==> config.mk <==
export PLATFORM = sky130hd
export DESIGN_NAME = trap_event_logger_flat
export DESIGN_NICKNAME = d
export VERILOG_FILES = /design/src/rtl/trap_event_logger_if.sv /design/src/rtl/trap_event_logger.sv /design/src/flat_wrapper.sv
export SDC_FILE = /design/constraint.sdc
export NUM_CORES = 1
export LEC_CHECK = 0
export CORE_MARGIN = 3
export CORE_UTILIZATION = 45
export CTS_BUF_LIST = sky130_fd_sc_hd__clkbuf_4 sky130_fd_sc_hd__clkbuf_8
export CTS_CLUSTER_SIZE = 16
export DETAILED_ROUTE_END_ITERATION = 16
export GPL_TIMING_DRIVEN = 0
export SYNTH_ARGS = -nofsm -noshare
export SYNTH_HDL_FRONTEND = slang
export SYNTH_SLANG_ARGS = --single-unit
export TNS_END_PERCENT = 30
==> constraint.sdc <==
create_clock -name clk -period 6.21 [get_ports clk]
set_input_delay 1.242 -clock clk [delete_from_list [all_inputs] [get_ports clk]]
set_output_delay 1.242 -clock clk [all_outputs]
set_load 0.02 [all_outputs]
==> src/rtl/trap_event_logger_if.sv <==
// rtl/trap_event_logger_if.sv - event capture and byte stream bundle for trap_event_logger
interface trap_event_logger_if #(
  parameter int XLEN    = 32,
  parameter int CAUSE_W = 4
);
  logic               ev_valid;
  logic [CAUSE_W-1:0] ev_cause;
  logic [31:0]        ev_instr;
  logic [XLEN-1:0]    ev_pc;
  logic [7:0]         tx_data;
  logic               tx_valid;
  logic               tx_ready;

  modport master (
    output ev_valid, ev_cause, ev_instr, ev_pc, tx_ready,
    input  tx_data, tx_valid
  );

  modport slave (
    input  ev_valid, ev_cause, ev_instr, ev_pc, tx_ready,
    output tx_data, tx_valid
  );
endinterface

==> src/rtl/trap_event_logger.sv <==
// rtl/trap_event_logger.sv - trap/error event FIFO rendered as ASCII lines on a byte stream
module trap_event_logger #(
  parameter int XLEN    = 32,
  parameter int DEPTH   = 4,
  parameter int CAUSE_W = 4,
  parameter int ONESHOT = 0
) (
  input  logic                   clk,
  input  logic                   rst,
  trap_event_logger_if.slave     bus,
  output logic                   busy,
  output logic [$clog2(DEPTH):0] level,
  output logic [15:0]            drop_cnt
);
  localparam int AW       = $clog2(DEPTH);
  localparam int CW       = AW + 1;
  localparam int N        = XLEN / 4;
  localparam int EVT_LEN  = 25 + N;
  localparam int DROP_LEN = 10;

  typedef enum logic [2:0] {
    S_IDLE,
    S_LOAD,
    S_SEND_EVT,
    S_LOAD_DROP,
    S_SEND_DROP
  } state_t;

  function automatic logic [7:0] hex_ascii(input logic [3:0] nib);
    if (nib < 4'd10) return 8'h30 + {4'h0, nib};
    else             return 8'h37 + {4'h0, nib};
  endfunction

  state_t r_state;
  state_t w_state_nxt;

  logic [CAUSE_W-1:0] r_mem_cause [DEPTH];
  logic [31:0]        r_mem_instr [DEPTH];
  logic [XLEN-1:0]    r_mem_pc    [DEPTH];
  logic [AW-1:0]      r_wr_ptr;
  logic [AW-1:0]      r_rd_ptr;
  logic [CW-1:0]      r_count;

  logic [7:0]         r_line_cause;
  logic [31:0]        r_line_instr;
  logic [XLEN-1:0]    r_line_pc;
  logic [15:0]        r_line_drop;
  logic [5:0]         r_idx;

  logic [7:0]         r_tx_data;
  logic               r_tx_valid;
  logic               r_busy;
  logic [15:0]        r_drop_cnt;
  logic               r_taken;

  logic               w_hs;
  logic               w_last_evt;
  logic               w_last_drop;
  logic               w_pop;
  logic               w_full;
  logic               w_ev_en;
  logic               w_push;
  logic               w_drop;
  logic [CW-1:0]      w_count_nxt;
  int                 w_nidx;
  logic [7:0]         w_byte;

  assign w_hs        = r_tx_valid && bus.tx_ready;
  assign w_last_evt  = (int'(r_idx) == EVT_LEN - 1);
  assign w_last_drop = (int'(r_idx) == DROP_LEN - 1);
  assign w_pop       = (r_state == S_SEND_EVT) && w_hs && w_last_evt;
  assign w_full      = (r_count == CW'(DEPTH));
  // In one-shot mode everything after the first accepted event is ignored, not counted.
  assign w_ev_en     = bus.ev_valid && !((ONESHOT != 0) && r_taken);
  // A pop in the same cycle frees a slot, so a push against a full FIFO still lands.
  assign w_push      = w_ev_en && (!w_full || w_pop);
  assign w_drop      = w_ev_en && w_full && !w_pop;
  assign w_count_nxt = r_count + CW'(w_push) - CW'(w_pop);

  assign bus.tx_data  = r_tx_data;
  assign bus.tx_valid = r_tx_valid;
  assign busy         = r_busy;
  assign level        = r_count;
  assign drop_cnt     = r_drop_cnt;

  // State register.
  always_ff @(posedge clk or negedge rst) begin
    if (!rst) r_state <= S_IDLE;
    else      r_state <= w_state_nxt;
  end

  // Next-state: an event being pushed while idle starts a line immediately; events beat drops.
  always_comb begin
    w_state_nxt = r_state;
    case (r_state)
      S_IDLE: begin
        if (r_count != '0 || w_push)   w_state_nxt = S_LOAD;
        else if (r_drop_cnt != 16'h0)  w_state_nxt = S_LOAD_DROP;
      end
      S_LOAD:      w_state_nxt = S_SEND_EVT;
      S_SEND_EVT:  if (w_pop) w_state_nxt = S_IDLE;
      S_LOAD_DROP: w_state_nxt = S_SEND_DROP;
      S_SEND_DROP: if (w_hs && w_last_drop) w_state_nxt = S_IDLE;
      default:     w_state_nxt = S_IDLE;
    endcase
  end

  // Render the byte that follows the one currently on the stream.
  always_comb begin
    w_nidx = int'(r_idx) + 1;
    w_byte = 8'h00;
    if (r_state == S_SEND_DROP) begin
      if      (w_nidx == 0) w_byte = "D";
      else if (w_nidx == 1) w_byte = "=";
      else if (w_nidx == 2) w_byte = "0";
      else if (w_nidx == 3) w_byte = "x";
      else if (w_nidx <= 7) w_byte = hex_ascii(4'(r_line_drop >> (4 * (7 - w_nidx))));
      else if (w_nidx == 8) w_byte = 8'h0D;
      else                  w_byte = 8'h0A;
    end else begin
      if      (w_nidx == 0)      w_byte = "E";
      else if (w_nidx == 1)      w_byte = "=";
      else if (w_nidx <= 3)      w_byte = hex_ascii(4'(r_line_cause >> (4 * (3 - w_nidx))));
      else if (w_nidx == 4)      w_byte = " ";
      else if (w_nidx == 5)      w_byte = "I";
      else if (w_nidx == 6)      w_byte = "=";
      else if (w_nidx == 7)      w_byte = "0";
      else if (w_nidx == 8)      w_byte = "x";
      else if (w_nidx <= 16)     w_byte = hex_ascii(4'(r_line_instr >> (4 * (16 - w_nidx))));
      else if (w_nidx == 17)     w_byte = " ";
      else if (w_nidx == 18)     w_byte = "P";
      else if (w_nidx == 19)     w_byte = "C";
      else if (w_nidx == 20)     w_byte = "=";
      else if (w_nidx == 21)     w_byte = "0";
      else if (w_nidx == 22)     w_byte = "x";
      else if (w_nidx <= 22 + N) w_byte = hex_ascii(4'(r_line_pc >> (4 * (22 + N - w_nidx))));
      else if (w_nidx == 23 + N) w_byte = 8'h0D;
      else                       w_byte = 8'h0A;
    end
  end

  // FIFO storage; contents need no reset since occupancy is tracked separately.
  always_ff @(posedge clk) begin
    if (w_push) begin
      r_mem_cause[r_wr_ptr] <= bus.ev_cause;
      r_mem_instr[r_wr_ptr] <= bus.ev_instr;
      r_mem_pc[r_wr_ptr]    <= bus.ev_pc;
    end
  end

  // FIFO bookkeeping, drop accounting, line register and byte stream outputs.
  always_ff @(posedge clk or negedge rst) begin
    if (!rst) begin
      r_wr_ptr     <= '0;
      r_rd_ptr     <= '0;
      r_count      <= '0;
      r_taken      <= 1'b0;
      r_drop_cnt   <= 16'h0;
      r_busy       <= 1'b0;
      r_line_cause <= 8'h0;
      r_line_instr <= 32'h0;
      r_line_pc    <= '0;
      r_line_drop  <= 16'h0;
      r_idx        <= 6'd0;
      r_tx_valid   <= 1'b0;
      r_tx_data    <= 8'h00;
    end else begin
      if (w_push) r_wr_ptr <= r_wr_ptr + 1'b1;
      if (w_pop)  r_rd_ptr <= r_rd_ptr + 1'b1;
      r_count <= w_count_nxt;
      if (w_push) r_taken <= 1'b1;

      // Snapshot-and-clear wins over a simultaneous drop, which then restarts the count at 1.
      if (r_state == S_LOAD_DROP)
        r_drop_cnt <= w_drop ? 16'h1 : 16'h0;
      else if (w_drop && r_drop_cnt != 16'hFFFF)
        r_drop_cnt <= r_drop_cnt + 16'd1;

      r_busy <= (w_count_nxt != '0) || (w_state_nxt != S_IDLE);

      case (r_state)
        S_LOAD: begin
          r_line_cause <= 8'(r_mem_cause[r_rd_ptr]);
          r_line_instr <= r_mem_instr[r_rd_ptr];
          r_line_pc    <= r_mem_pc[r_rd_ptr];
          r_idx        <= 6'd0;
          r_tx_valid   <= 1'b1;
          r_tx_data    <= "E";
        end
        S_LOAD_DROP: begin
          r_line_drop <= r_drop_cnt;
          r_idx       <= 6'd0;
          r_tx_valid  <= 1'b1;
          r_tx_data   <= "D";
        end
        S_SEND_EVT, S_SEND_DROP: begin
          if (w_hs) begin
            if ((r_state == S_SEND_EVT && w_last_evt) || (r_state == S_SEND_DROP && w_last_drop)) begin
              r_tx_valid <= 1'b0;
              r_tx_data  <= 8'h00;
            end else begin
              r_idx     <= r_idx + 6'd1;
              r_tx_data <= w_byte;
            end
          end
        end
        default: ;
      endcase
    end
  end
endmodule

==> src/flat_wrapper.sv <==
// flat-port wrapper written by rule: the top's interface ports become plain ports
module trap_event_logger_flat 
#(
  parameter int XLEN    = 32,
  parameter int DEPTH   = 4,
  parameter int CAUSE_W = 4,
  parameter int ONESHOT = 0
)
  (clk, rst, busy, level, drop_cnt, bus_ev_valid, bus_ev_cause, bus_ev_instr, bus_ev_pc, bus_tx_ready, bus_tx_data, bus_tx_valid);
  trap_event_logger_if #(.XLEN(XLEN), .CAUSE_W(CAUSE_W)) bus_i ();
  input  logic clk;
  input  logic rst;
  output logic busy;
  output logic [$clog2(DEPTH):0] level;
  output logic [15:0] drop_cnt;
  input wire logic [$bits(bus_i.ev_valid)-1:0] bus_ev_valid;
  input wire logic [$bits(bus_i.ev_cause)-1:0] bus_ev_cause;
  input wire logic [$bits(bus_i.ev_instr)-1:0] bus_ev_instr;
  input wire logic [$bits(bus_i.ev_pc)-1:0] bus_ev_pc;
  input wire logic [$bits(bus_i.tx_ready)-1:0] bus_tx_ready;
  output wire logic [$bits(bus_i.tx_data)-1:0] bus_tx_data;
  output wire logic [$bits(bus_i.tx_valid)-1:0] bus_tx_valid;
  assign bus_i.ev_valid = bus_ev_valid;
  assign bus_i.ev_cause = bus_ev_cause;
  assign bus_i.ev_instr = bus_ev_instr;
  assign bus_i.ev_pc = bus_ev_pc;
  assign bus_i.tx_ready = bus_tx_ready;
  assign bus_tx_data = bus_i.tx_data;
  assign bus_tx_valid = bus_i.tx_valid;
  trap_event_logger #(.XLEN(XLEN), .DEPTH(DEPTH), .CAUSE_W(CAUSE_W), .ONESHOT(ONESHOT)) u_core (.clk(clk), .rst(rst), .bus(bus_i), .busy(busy), .level(level), .drop_cnt(drop_cnt));
endmodule
* After elaboration in Yosys (flattened, before gate mapping) *
Memory sizes are Yosys's and may differ from the RTL's. A register that Yosys moved wholly into a read port is not among the register bits.
Cells that the tools add are included.

storage, ports and cells
  register bits after elaboration = 58
  input bits = 72
  memory bits (writable) = 272
  logic and storage cells = 150
  memories kept = 3
  output and inout port bits = 29

operators by class
  $lt $le $gt $ge = 8
  multiplexer cells = 47
  add/sub/neg operators = 19
  eq/ne operators = 26
  reduce and logical (&&, ||, !) cells = 33
  shift-type cells = 4

memories
  memory              words  width  read ports  clocked after Yosys merged registers in  wr ports  RTL line                 RTL
  u_core.r_mem_instr  4      32     1           1                                        1         trap_event_logger.sv:38  logic [31:0] r_mem_instr [DEPTH];
  u_core.r_mem_pc     4      32     1           1                                        1         trap_event_logger.sv:39  logic [XLEN-1:0] r_mem_pc [DEPTH];
  u_core.r_mem_cause  4      4      1           1                                        1         trap_event_logger.sv:37  logic [CAUSE_W-1:0] r_mem_cause [DEPTH];

operators by type and width
  kind                                                  number
  == test 32 x 6 -> 1 bit, second input constant        7
  two-way mux 8 bit                                     28
  == test 32 x 4 -> 1 bit, second input constant        4
  == test 32 x 3 -> 1 bit, second input constant        2
  <= comparator 32 x 6 -> 1 bit, second input constant  2
  right shift 32 x 32 -> 4 bit                          2
  subtractor 6 x 30 -> 30 bit, first input constant     2
  adder 6 x 4 -> 7 bit, first input constant            8
  == test 32 x 2 -> 1 bit, second input constant        1
  == test 32 x 5 -> 1 bit, second input constant        1
  <= comparator 32 x 3 -> 1 bit, second input constant  1
  <= comparator 32 x 4 -> 1 bit, second input constant  1
  logical NOT 32 bit                                    1
  two-way mux 16 bit                                    2
  right shift 16 x 32 -> 4 bit                          1
  right shift 4 x 32 -> 4 bit                           1
  subtractor 3 x 30 -> 30 bit, first input constant     1
  subtractor 4 x 30 -> 30 bit, first input constant     1
  case mux 8 bit (3 select lines)                       1
  two-way mux 3 bit                                     6
  adder 16 x 1 -> 16 bit, second input constant         1
  < comparator 4 bit, second input constant             4
  inequality test 16 bit, second input constant         1
  nonzero test 16 bit                                   1
  other kinds (26)                                      57

* Logic depth before layout (Yosys ltp) *
  depth in word-level cells = 25
  depth in mapped cells = 18
  mapped depth without buffers = 16

* Worst setup path after synthesis *
No wires, ideal clock.

  kind = register to register
  start = register u_core.r_idx[0]
  end = memory u_core.r_mem_cause[0][0] (enable)
  clock period less this slack = 4043 ps
  arrival time = 3609 ps
  slack = 2167 ps
  path buffers = 2
  required time = 5776 ps
  library setup time = 434 ps
  stages on the path, launching flop included = 8
  path through = dfrtp_1 -> buf_2 -> buf_4 -> clkinv_1 -> ha_1 -> nand3b_1 -> o41ai_2 -> and3_1

on the way
  longest elaborated chain between the ends = 6

RTL lines
  item                                     RTL line                  RTL
  start, declared                          trap_event_logger.sv:48   logic [5:0] r_idx;
  start signal, assigned                   trap_event_logger.sv:202  r_idx <= r_idx + 6'd1;
  == test 6 bit                            trap_event_logger.sv:69   assign w_last_evt = (int'(r_idx) == EVT_LEN - 1);
  logical AND 1 bit                        trap_event_logger.sv:71   assign w_pop = (r_state == S_SEND_EVT) && w_hs && w_last_evt;
  logical OR 1 bit                         trap_event_logger.sv:76   assign w_push = w_ev_en && (!w_full || w_pop);
  logical AND 1 bit                        trap_event_logger.sv:76
  two-way mux 1 bit                        trap_event_logger.sv:144  if (w_push) begin
  two-way mux 1 bit (implied by the code)  trap_event_logger.sv:145  r_mem_cause[r_wr_ptr] <= bus.ev_cause;
  end, declared                            trap_event_logger.sv:37

No other way between the ends.

* Final worst setup path *
  start = register u_core.r_idx[0]
  end = register u_core.r_tx_data[6] (netlist: u_core.bus.tx_data[6])

on the way
  longest elaborated chain between the ends = 25
  elaborated cells on any way between the ends = 74
  classes of those cells = add/sub (13); order compare (8); eq/ne (16); shift (4); mux (29); reduce/logical (4)

RTL lines
  item                                                RTL line                  RTL
  adder 6 x 1 -> 7 bit                                trap_event_logger.sv:110  w_nidx = int'(r_idx) + 1;
  subtractor 6 x 30 -> 30 bit                         trap_event_logger.sv:136  else if (w_nidx <= 22 + N) w_byte = hex_ascii(4'(r_line_pc >> (4 * (22 + N - w_nidx))));
  right shift 32 x 32 -> 4 bit                        trap_event_logger.sv:136
  adder 6 x 4 -> 7 bit, or another cell as far along  trap_event_logger.sv:31   else return 8'h37 + {4'h0, nib};
  two-way mux 8 bit                                   trap_event_logger.sv:30   if (nib < 4'd10) return 8'h30 + {4'h0, nib};
  two-way mux 8 bit                                   trap_event_logger.sv:136
  two-way mux 8 bit                                   trap_event_logger.sv:135  else if (w_nidx == 22) w_byte = "x";
  two-way mux 8 bit                                   trap_event_logger.sv:134  else if (w_nidx == 21) w_byte = "0";
  (+9 left out)                                       --
  two-way mux 8 bit                                   trap_event_logger.sv:124  else if (w_nidx == 4) w_byte = " ";
  two-way mux 8 bit                                   trap_event_logger.sv:123  else if (w_nidx <= 3) w_byte = hex_ascii(4'(r_line_cause >> (4 * (3 - w_nidx))));
  two-way mux 8 bit                                   trap_event_logger.sv:122  else if (w_nidx == 1) w_byte = "=";
  two-way mux 8 bit                                   trap_event_logger.sv:121  if (w_nidx == 0) w_byte = "E";
  two-way mux 8 bit                                   trap_event_logger.sv:112  if (r_state == S_SEND_DROP) begin
  two-way mux 8 bit (*)                               trap_event_logger.sv:198  if ((r_state == S_SEND_EVT && w_last_evt) || (r_state == S_SEND_DROP && w_last_drop)) begin
  two-way mux 8 bit (*)                               trap_event_logger.sv:197  if (w_hs) begin
  case mux 8 bit (3 select lines) (*)                 trap_event_logger.sv:181  case (r_state)
  end signal, assigned                                trap_event_logger.sv:188  r_tx_data <= "E";
  end signal, assigned                                trap_event_logger.sv:194  r_tx_data <= "D";
  end signal, assigned                                trap_event_logger.sv:203  r_tx_data <= w_byte;
  end, declared                                       trap_event_logger.sv:50   logic [7:0] r_tx_data;

Mark *: on every way between the ends. The rest lies on a longest branch, timed or not. The select of a mux whose other input is x is not followed.
A chain may end at the register's enable or synchronous reset.

==> impl_metrics.json <==
{
  "holdWs_ns": 0.470,
  "clock.fmax_mhz": 191,
  "port_buffers": 99,
  "diodes": 0,
  "grt_pass1_vias": 11400,
  "overflow": 0,
  "place_area_um2": 19800,
  "worstReg2RegEnd": "u_core.bus.tx_data[6]",
  "cts_setup_buffers": 0,
  "ff2ff_setup_slack_ns": 0.98,
  "relSlewSlack": 0.211,
  "synth_fp_nets": 1291,
  "synth_area_um2": 18000,
  "coreArea_um2": 39000,
  "synthCells": 1198,
  "worstRegToRegCells": 15,
  "ant_nets": 0,
  "dr.pass1.iters": 5,
  "cp.required_ns": 6.71,
  "cp.arrival_ns": 5.73,
  "finClkSkew_ns": 0.0292,
  "peakVddDrop_mv": 0.222,
  "cp-start-kind": "register",
  "die_x_um": 206,
  "grt_pass1_wl_um": 69300,
  "num_vias": 11100,
  "post_cts_resized": 0,
  "routabilityCongestion": 0.912,
  "clock_sinks": 397,
  "antenna_found_initial": 0,
  "min-delay-start": "u_core.r_line_drop[4]",
  "hold_buffers": 0,
  "via_per_inst": 5.73,
  "row_count": 72,
  "synth_cell_types": 90,
  "setup_slack_ns": 0.983,
  "die_h_um": 206,
  "period_needed_ns": 5.23,
  "pre_cts_ws_ns": 0.982,
  "min_period_over_period": 0.842,
  "synth_top_flop_cell": "edfxtp_1",
  "min_to": "u_core.r_line_drop[4]",
  "wl_um": 45100,
  "p_leak_nw": 7.53,
  "seq_area_frac_synth": 0.629,
  "reg2reg_from": "u_core.r_idx[0]",
  "root_buffer": "clkbuf_8",
  "worst-setup-path-type": "reg2reg",
  "drt-wirelength-per-cell_um": 23.2,
  "area.sequential_um2": 11300,
  "ys_warn_count": 0,
  "multi_input_area_um2": 6300,
  "synth.area.top_cells": "edfxtp_1 (45%), dfrtp_1 (17%), mux4_2 (10%)",
  "drv_cap": 0,
  "powerDensity_nw_per_um2": 411,
  "hp-class": "reg2reg",
  "cts_buffers": 67,
  "hold_viol_final": 0,
  "grt_max_degree": 69,
  "rsz0062_at_grt": "false",
  "synth_edf_count": 272,
  "fillers": 3288,
  "yosysTopAreaCell": "edfxtp_1",
  "synth.avg_cell_area_um2": 15.0,
  "async_reset_ff_frac": 0.315,
  "initial_core_util": 0.461,
  "post-route-util": 0.543,
  "dieArea_um2": 42400,
  "holdPathStages": 2,
  "route.detailed.drc": 0,
  "final_area_um2": 21200,
  "place_hpwl_um": 31100,
  "crit_path_end_kind": "register",
  "drive_above_1_share": 0.228,
  "area_delta_synth_final_pct": 17.8,
  "finalSetupViolCount": 0,
  "p_total_mw": 8.71,
  "status": "completed",
  "htree_levels": 3,
  "finalNetCount": 1464,
  "io_pins": 101,
  "ys_ff_latch": 397,
  "track_usage": 0.218,
  "clkTransAtPathRegs_ns": 0.07,
  "drtIter0Drc": 914,
  "slew_violations": 0,
  "yosysTopAreaCellShare": 0.455,
  "insertion_delay_ns": 0.60,
  "critPathMaxFanout": 10,
  "clock_path_buffers": 3,
  "worst_pin_slew_ns": 1.18,
  "cts_tree": "yes"
}
-- final cells by class --
cell class,instances,area share
flip-flops and latches,397,0.534
clock inverters,13,0.00603
repair buffers,104,0.0534
clock buffers,109,0.0602
inverters,25,0.00443
plain buffers,68,0.0141
multi-input cells,708,0.298
well taps,518,0.0306
-- where the power goes --
part	internal (mW)	switching (mW)	total, mW
combinational	1.05	1.40	2.45
clock	1.38	1.01	2.39
sequential	3.53	0.329	3.86
total	5.97	2.74	8.71
-- routing by layer --
layer  share of wire  wire, um  GRT usage  up-vias
met2            0.48     21600      0.343      322
met5               0         0          0        -
met1            0.45     20200      0.310     5704
li1                -         -          -     5035
met3           0.047      2100     0.0340       68
met4           0.028      1250     0.0793        0
-- state kept, by name (all words and copies together), names as in the netlist --
signal,flops
u_core.r_mem_instr,128
u_core.r_mem_pc,128
u_core.r_line_instr,32
u_core.r_line_pc,32
u_core.drop_cnt,16
u_core.r_line_drop,16
u_core.r_mem_cause,16
u_core.bus.tx_data,7
u_core.r_idx,6
u_core.r_line_cause,4
u_core.level,3
u_core.r_state,3
u_core.r_rd_ptr,2
u_core.r_wr_ptr,2
u_core.bus.tx_valid,1
u_core.busy,1
-- layout by cell type (no fill, tap or decap), types with 12 or more instances in the layout --
| master | instances |
|---|---|
| a21oi_1 | 23 |
| a31oi_1 | 15 |
| and3_1 | 13 |
| buf_2 | 13 |
| clkbuf_1 | 39 |
| clkbuf_4 | 36 |
| clkbuf_8 | 73 |
| clkdlybuf4s50_1 | 98 |
| dfrtp_1 | 125 |
| edfxtp_1 | 272 |
| ha_1 | 20 |
| inv_1 | 23 |
| mux2_2 | 70 |
| mux2i_1 | 14 |
| mux4_2 | 80 |
| nand2_1 | 103 |
| nand3_1 | 16 |
| nor2_1 | 54 |
| nor2b_1 | 12 |
| nor3_1 | 13 |
| o211ai_1 | 12 |
| o21ai_0 | 35 |
| xnor2_1 | 18 |
| xor2_1 | 14 |
-- cells in the mapped netlist, types with 5 or more instances --
cell and n:
a2111oi_0 6, a211oi_1 8, a21oi_1 23, a22oi_1 6, a31oi_1 15, and2_1 10
and3_1 17, and4_1 7, buf_1 9, buf_2 13, buf_4 7, clkbuf_1 39
dfrtp_1 125, edfxtp_1 272, ha_1 20, inv_1 23, mux2_2 70, mux2i_1 14
mux4_2 80, nand2_1 103, nand2b_1 7, nand3_1 16, nand3b_1 7, nand4_1 6
nor2_1 54, nor2b_1 12, nor3_1 13, nor3b_1 9, nor4_1 9, o211ai_1 12
o21a_1 6, o21ai_0 35, o22ai_1 5, o31ai_1 10, or2_2 7, xnor2_1 18
xor2_1 14
-- critical path, cell delays in order, from the launching register on --
cell       delay (ns)
dfrtp_1          0.39
buf_2            0.29
buf_4            0.29
clkinv_1         0.49
ha_1             0.51
clkbuf_1         0.51
nor4bb_1         0.16
or2_2            0.32
o211ai_1         0.47
nand3_1          0.36
or2_2            0.37
ha_1             0.21
o21a_1           0.21
nor3_1           0.14
a2111oi_0        0.13
o31ai_1          0.27
-- per-stage QoR --
step	cells	setup TNS (ns)
4_1_cts	1942	0
2_1_floorplan	1198	0
3_3_place_gp	1815	-190.43
6_report	1942	0
5_1_grt	1942	0
3_5_place_dp	1820	0
-- how the worst max path moves through the flow --
stage	cells past startpoint	from	end
2_1_floorplan	7	u_core.r_idx[0]	u_core.r_mem_cause[0][0]
3_3_place_gp	1	rst	u_core.r_line_instr[5]
3_5_place_dp	16	u_core.r_idx[0]	u_core.bus.tx_data[2]
4_1_cts	16	u_core.r_idx[0]	u_core.bus.tx_data[2]
5_1_grt	16	u_core.r_idx[0]	u_core.bus.tx_data[2]
6_report	15	u_core.r_idx[0]	u_core.bus.tx_data[6]
-- kinds of logic (layout without fill, tap and decap cells) --
kind of cell,count (synthesis),in the layout,synth area share
compound gates,183,183,0.0721
xor+xnor,34,34,0.0178
fa+ha+maj,21,21,0.0150
buf+inv,93,319,0.0218
flops,397,397,0.629
mux,169,169,0.158
other cells,1,1,0.000209
simple gates,300,300,0.0861
Note: power is estimated with default switching activity, not from simulation.
